===== src/rtl/arashi_pkg.sv =====
// Shared encodings for the arashi cache request issuer: cache ctrl lane codes,
// request opcode and issue-FSM state types.
package arashi_pkg;

    localparam logic [1:0] CTRL_IDLE = 2'b00;
    localparam logic [1:0] CTRL_RD   = 2'b01;
    localparam logic [1:0] CTRL_WR   = 2'b10;

    typedef enum logic {
        OP_RD = 1'b0,
        OP_WR = 1'b1
    } arashi_op_e;

    typedef enum logic [1:0] {
        ISS_IDLE  = 2'b00,
        ISS_RUN   = 2'b01,
        ISS_DRAIN = 2'b10
    } arashi_iss_state_e;

    function automatic logic [1:0] ctrl_for_op(arashi_op_e op);
        return (op == OP_WR) ? CTRL_WR : CTRL_RD;
    endfunction

endpackage


===== src/rtl/arashi_req_fifo.sv =====
// Per-thread request FIFO for the arashi issuer; count-based full/empty,
// power-of-two depth so the pointers wrap naturally.
module arashi_req_fifo #(
    parameter int WIDTH = 33,
    parameter int DEPTH = 4
) (
    input  logic             clk,
    input  logic             rst,
    input  logic             push,
    input  logic [WIDTH-1:0] push_data,
    input  logic             pop,
    output logic [WIDTH-1:0] pop_data,
    output logic             full,
    output logic             empty
);

    localparam int AW = $clog2(DEPTH);
    localparam int CW = AW + 1;

    logic [WIDTH-1:0] mem [DEPTH];
    logic [AW-1:0]    wr_ptr;
    logic [AW-1:0]    rd_ptr;
    logic [CW-1:0]    count;
    logic             do_push;
    logic             do_pop;

    assign full     = (count == CW'(DEPTH));
    assign empty    = (count == '0);
    assign do_push  = push && !full;
    assign do_pop   = pop && !empty;
    assign pop_data = mem[rd_ptr];

    always_ff @(posedge clk) begin
        if (do_push) begin
            mem[wr_ptr] <= push_data;
        end
    end

    // Full is judged on current occupancy, so a pop never makes room for a same-edge push.
    always_ff @(posedge clk) begin
        if (rst) begin
            wr_ptr <= '0;
            rd_ptr <= '0;
            count  <= '0;
        end else begin
            if (do_push) begin
                wr_ptr <= wr_ptr + 1'b1;
            end
            if (do_pop) begin
                rd_ptr <= rd_ptr + 1'b1;
            end
            case ({do_push, do_pop})
                2'b10:   count <= count + 1'b1;
                2'b01:   count <= count - 1'b1;
                default: count <= count;
            endcase
        end
    end

endmodule


===== src/rtl/arashi_req_issuer.sv =====
// Issue stage for the arashi cache: per-thread request FIFOs, run/drain issue FSM,
// registered cache ctrl lanes and fixed-latency read return. ARASHI_ISSUER_STATS_EN adds issue counters.
module arashi_req_issuer
    import arashi_pkg::*;
#(
    parameter int DATA_WIDTH = 32,
    parameter int THREAD_NUM = 4,
    parameter int FIFO_DEPTH = 4,
    parameter int RD_LAT     = 2
) (
    input  logic                             clk,
    input  logic                             rst,
    input  logic                             en,
    input  logic [THREAD_NUM-1:0]            req_valid,
    output logic [THREAD_NUM-1:0]            req_ready,
    input  logic [THREAD_NUM-1:0]            req_op,
    input  logic [DATA_WIDTH*THREAD_NUM-1:0] req_data,
    output logic [THREAD_NUM*2-1:0]          cache_ctrl,
    output logic [DATA_WIDTH*THREAD_NUM-1:0] cache_wdata,
    input  logic [DATA_WIDTH*THREAD_NUM-1:0] cache_rdata,
    output logic [THREAD_NUM-1:0]            rsp_valid,
    output logic [DATA_WIDTH*THREAD_NUM-1:0] rsp_data,
    output logic                             busy
`ifdef ARASHI_ISSUER_STATS_EN
    ,
    output logic [32*THREAD_NUM-1:0]         stat_wr_cnt,
    output logic [32*THREAD_NUM-1:0]         stat_rd_cnt
`endif
);

    if ((THREAD_NUM % 4) != 0 || THREAD_NUM >= 32) begin : g_bad_thread_num
        $error("arashi_req_issuer: THREAD_NUM must be a multiple of 4 and below 32");
    end
    if (FIFO_DEPTH < 2 || (FIFO_DEPTH & (FIFO_DEPTH - 1)) != 0) begin : g_bad_fifo_depth
        $error("arashi_req_issuer: FIFO_DEPTH must be a power of 2 and at least 2");
    end
    if (RD_LAT < 1) begin : g_bad_rd_lat
        $error("arashi_req_issuer: RD_LAT must be at least 1");
    end

    arashi_iss_state_e state;
    arashi_iss_state_e state_next;

    logic [THREAD_NUM-1:0] full;
    logic [THREAD_NUM-1:0] empty;
    logic [THREAD_NUM-1:0] push;
    logic [THREAD_NUM-1:0] pop;
    logic [DATA_WIDTH:0]   head    [THREAD_NUM];
    logic [RD_LAT-1:0]     rd_pipe [THREAD_NUM];
    logic                  issue_active;
    logic                  all_empty;
    logic                  reads_in_flight;

    assign issue_active = (state == ISS_RUN) || (state == ISS_DRAIN);
    assign all_empty    = &empty;
    assign busy         = (state != ISS_IDLE) || !all_empty;

    for (genvar i = 0; i < THREAD_NUM; i++) begin : g_lane
        assign req_ready[i] = !full[i] && !rst;
        assign push[i]      = req_valid[i] && req_ready[i];
        assign pop[i]       = issue_active && !empty[i];

        arashi_req_fifo #(
            .WIDTH (DATA_WIDTH + 1),
            .DEPTH (FIFO_DEPTH)
        ) u_fifo (
            .clk       (clk),
            .rst       (rst),
            .push      (push[i]),
            .push_data ({req_op[i], req_data[i*DATA_WIDTH +: DATA_WIDTH]}),
            .pop       (pop[i]),
            .pop_data  (head[i]),
            .full      (full[i]),
            .empty     (empty[i])
        );
    end

    // A read counts as in flight from its ctrl strobe until its data has been sampled.
    always_comb begin
        reads_in_flight = 1'b0;
        for (int i = 0; i < THREAD_NUM; i++) begin
            if (cache_ctrl[2*i] || (rd_pipe[i] != '0)) begin
                reads_in_flight = 1'b1;
            end
        end
    end

    always_ff @(posedge clk) begin
        if (rst) begin
            state <= ISS_IDLE;
        end else begin
            state <= state_next;
        end
    end

    always_comb begin
        state_next = state;
        case (state)
            ISS_IDLE: begin
                if (en) state_next = ISS_RUN;
            end
            ISS_RUN: begin
                if (!en) state_next = ISS_DRAIN;
            end
            ISS_DRAIN: begin
                if (en) begin
                    state_next = ISS_RUN;
                end else if (all_empty && !reads_in_flight) begin
                    state_next = ISS_IDLE;
                end
            end
            default: state_next = ISS_IDLE;
        endcase
    end

    // Issue registers plus the per-lane read-latency shift register and response capture.
    always_ff @(posedge clk) begin
        if (rst) begin
            cache_ctrl  <= '0;
            cache_wdata <= '0;
            rsp_valid   <= '0;
            rsp_data    <= '0;
            for (int i = 0; i < THREAD_NUM; i++) begin
                rd_pipe[i] <= '0;
            end
        end else begin
            for (int i = 0; i < THREAD_NUM; i++) begin
                if (pop[i]) begin
                    cache_ctrl[2*i +: 2] <= ctrl_for_op(arashi_op_e'(head[i][DATA_WIDTH]));
                    cache_wdata[i*DATA_WIDTH +: DATA_WIDTH] <=
                        (arashi_op_e'(head[i][DATA_WIDTH]) == OP_WR) ? head[i][DATA_WIDTH-1:0] : '0;
                end else begin
                    cache_ctrl[2*i +: 2] <= CTRL_IDLE;
                    cache_wdata[i*DATA_WIDTH +: DATA_WIDTH] <= '0;
                end
                rd_pipe[i]   <= RD_LAT'({rd_pipe[i], cache_ctrl[2*i]});
                rsp_valid[i] <= rd_pipe[i][RD_LAT-1];
                if (rd_pipe[i][RD_LAT-1]) begin
                    rsp_data[i*DATA_WIDTH +: DATA_WIDTH] <= cache_rdata[i*DATA_WIDTH +: DATA_WIDTH];
                end
            end
        end
    end

`ifdef ARASHI_ISSUER_STATS_EN
    always_ff @(posedge clk) begin
        if (rst) begin
            stat_wr_cnt <= '0;
            stat_rd_cnt <= '0;
        end else begin
            for (int i = 0; i < THREAD_NUM; i++) begin
                if (pop[i] && (arashi_op_e'(head[i][DATA_WIDTH]) == OP_WR)) begin
                    if (stat_wr_cnt[32*i +: 32] != '1) begin
                        stat_wr_cnt[32*i +: 32] <= stat_wr_cnt[32*i +: 32] + 32'd1;
                    end
                end
                if (pop[i] && (arashi_op_e'(head[i][DATA_WIDTH]) == OP_RD)) begin
                    if (stat_rd_cnt[32*i +: 32] != '1) begin
                        stat_rd_cnt[32*i +: 32] <= stat_rd_cnt[32*i +: 32] + 32'd1;
                    end
                end
            end
        end
    end
`endif

endmodule


===== config.mk =====
export PLATFORM = sky130hd
export DESIGN_NAME = arashi_req_issuer
export DESIGN_NICKNAME = d
export VERILOG_FILES = /design/src/rtl/arashi_pkg.sv /design/src/rtl/arashi_req_fifo.sv /design/src/rtl/arashi_req_issuer.sv
export SDC_FILE = /design/constraint.sdc
export NUM_CORES = 1
export LEC_CHECK = 0
export ABC_AREA = 1
export ABC_CLOCK_PERIOD_IN_PS = 9000
export CORE_ASPECT_RATIO = 2
export CORE_MARGIN = 2
export CORE_UTILIZATION = 59
export CTS_BUF_LIST = sky130_fd_sc_hd__clkbuf_8
export CTS_CLUSTER_DIAMETER = 150
export CTS_CLUSTER_SIZE = 8
export DETAILED_ROUTE_END_ITERATION = 7
export GPL_TIMING_DRIVEN = 0
export PLACE_DENSITY = 0.88
export SLEW_MARGIN = 20
export SYNTH_ARGS = -nofsm -noshare
export SYNTH_HDL_FRONTEND = slang
export SYNTH_SLANG_ARGS = --single-unit

===== constraint.sdc =====
create_clock -name clk -period 9 [get_ports clk]
set_clock_uncertainty 0.05 [all_clocks]
set_input_delay 2.25 -clock clk [delete_from_list [all_inputs] [get_ports clk]]
set_output_delay 2.25 -clock clk [all_outputs]
set_load 0.03 [all_outputs]

==> impl_metrics.ini <==
[status]
outcome = completed

[die]
die_w_um = 164
die_h_um = 324
initial_core_util = 0.595
dieArea_um2 = 53200
core_um2 = 50800
ios = 540
core.rowCount = 117

[logic_synthesis]
synth_seq_cells = 842
syn-cell-area_um2 = 30200
async_reset_ff_frac = 0
synth_edf_count = 528
synth_top_cell_area_share = 0.525
synth_top_area_cell = edfxtp_1
syn_nets = 2837
yosysMostFrequentCell = nor2_1
synth.cells.most_frequent = 820 x nor2_1, 528 x edfxtp_1, 412 x o21ai_0
ys_seq_area_frac = 0.732
avgSynthCellArea_um2 = 11.9
ys_warn_count = 0
postSynthCellCount = 2541
yosys-top-cells-area = edfxtp_1 52%, dfxtp_1 21%, nor2_1 10%, o21ai_0 6.8%, a21oi_2 3.1%
synth_flop_cell = edfxtp_1
synth_cell_type_count = 30

[route]
drtIter0Drc = 2268
detail_route.wl_per_cell_um = 22.4
vias = 22600
routed_wl_mm = 89.1
avgViaCountPerCell = 5.70
dr.pass1.iters = 5
final_antenna_net_count = 0
drc_errors = 0

[timing]
setup_slack_ns = 3.14
tightest_slew_ns = 1.00
fmax_ghz = 0.171
slew_violations = 0
setup-tns-final_ns = 0
maxSlewHeadroom = 0.333
setup-violations-final = 0
rsz0062_at_grt = no
fin_crit_ns = 5.86
post-route-period-util = 0.652
finalHoldViolCount = 0

[critical_path]
cp.required_ns = 6.70
worst-path-buf-inv = 2
crit_arrival_ns = 3.56
reg2reg_slack_ns = 6.39
cp_top_family = buffers and inverters
path_cells = buf_2 > a31oi_1 > clkdlybuf4s50_1
crit_fanout = 7
worstSetupEndpointType = output port
criticalPathCategory = input port to output port
crit_path_top_delay_cell = clkdlybuf4s50_1
slowest_delay_ns = 0.77
startpoint_type = input port

[global_routing]
met1_usage = 0.339
use_met2 = 0.581
overflow = 0
gr-usage-met3 = 0.0825
antenna_found_initial = 18
grt_pass1_wl_mm = 131
globalRouteTotalUtil = 0.329
top_usage_layer = met2
grt_pass1_vias = 23500
grt_max_degree = 25

[clocking]
clkSinkCount = 842
cts_hold_buf = 0
cts_tree = done
post_cts_resized = 0
clock_latency_ns = 0.71
root_buffer = clkbuf_8
htree_levels = 3
path_clk_slew_ns = 0.07
cts_buffers = 115
cts_max_path_buffers = 3
postCtsSetupRepairBufs = 0

[power]
p_total_mw = 9.35
cellPowerDensity_nw_per_um2 = 240
max-vdd-ir-drop_mv = 0.260
p_leak_nw = 14.2

[place]
dpl-instance-area_um2 = 36900
dp_hpwl_mm = 61.5
pre_cts_ws_ns = 3.21
gp_congestion = 0.890
portBuffers = 538

[finish]
area_delta_synth_final_pct = 28.9
fin_util = 0.767
layout.nets = 3508
final_design_area_no_fill_um2 = 39000
layout-drive-gt1-share = 0.104

[min_path]
hp-class = register to register

[run]
drv_cap = 0
area by class of cell:
cell class	count	area (um2)
well taps	654	818
inverters	74	278
multi-input cells	1485	7230
repair buffers	554	5770
clock buffers	117	1610
plain buffers	140	702
diodes	16	40.0
fillers	2851	11800
flip-flops and latches	842	22100
clock inverters	89	380
final timing paths:
check,start,to,cells past startpoint
worst max register to register,state[0],g_lane[1].u_fifo.count[2],11
worst min-delay path,rd_pipe[0][0],rd_pipe[0][1],2
worst max-delay path,rst,req_ready[2],3
worst min register to register,rd_pipe[0][0],rd_pipe[0][1],2
worst reg2reg max path: cells and delay by family (launching register included):
family	cells	cell delay [ns]
buffers and inverters	3	0.32
flip-flops	1	0.41
AND/OR/NAND/NOR	1	0.32
adder cells (fa/ha/maj)	3	0.87
AO/OA/AOI/OAI	4	0.52
report_power, final:
part / total, mW / switching, mW / internal [mW]
Combinational: 2.28 / 1.55 / 0.729
Clock: 2.61 / 1.40 / 1.20
Sequential: 4.46 / 0.114 / 4.35
cells by family (layout without fill, tap and decap cells):
kind of cell,after synthesis,in the layout,synth area share
compound gates,595,595,0.113
simple gates,860,860,0.109
fa+ha+maj,29,29,0.0130
other cells,0,16,0
buf+inv,214,974,0.0324
mux,1,1,0.000331
flops,842,842,0.732
placed cells by master (no fill, tap or decap), types with 2 or more instances in the layout:
| master | n |
|---|---|
| dfxtp_1 | 314 |
| nand2_1 | 20 |
| nor2_2 | 4 |
| clkbuf_8 | 117 |
| inv_1 | 145 |
| clkbuf_1 | 69 |
| diode_2 | 16 |
| nor2_1 | 804 |
| fa_1 | 4 |
| buf_2 | 44 |
| o21ai_1 | 8 |
| inv_2 | 9 |
| nand3_1 | 2 |
| nand3_2 | 3 |
| nor4_1 | 4 |
| o22ai_2 | 4 |
| buf_6 | 16 |
| nor3_1 | 3 |
| clkinv_1 | 4 |
| ha_1 | 25 |
| nor2_4 | 16 |
| a31oi_1 | 4 |
| buf_1 | 10 |
| a21oi_2 | 106 |
| clkdlybuf4s50_1 | 538 |
| edfxtp_1 | 528 |
| buf_16 | 8 |
| o21ai_0 | 412 |
| a21oi_1 | 61 |
| buf_12 | 8 |
routing by layer:
metal / part of all wire / up-vias
met5: 0.00090 / -
met3: 0.095 / 390
met2: 0.52 / 1410
met4: 0.069 / 12
li1: - / 10100
met1: 0.32 / 10800
through the flow:
step | instances | hold WS (ns)
after global placement | 3733 | 0.371
after CTS | 3955 | 0.391
final | 3971 | 0.389
after floorplan | 2541 | 0.359
after detailed placement | 3749 | 0.384
after global routing | 3967 | 0.392
state kept, by name, summed over array words and instances (netlist names), 4 cells and up, named ones only:
| register | count |
|---|---|
| g_lane.u_fifo.count | 12 |
| g_lane.u_fifo.mem | 528 |
| rsp_valid | 4 |
| g_lane.u_fifo.rd_ptr | 8 |
| rd_pipe | 8 |
| rsp_data | 128 |
| cache_ctrl | 8 |
| cache_wdata | 128 |
| g_lane.u_fifo.wr_ptr | 8 |
(Power assumes the default switching activity.)
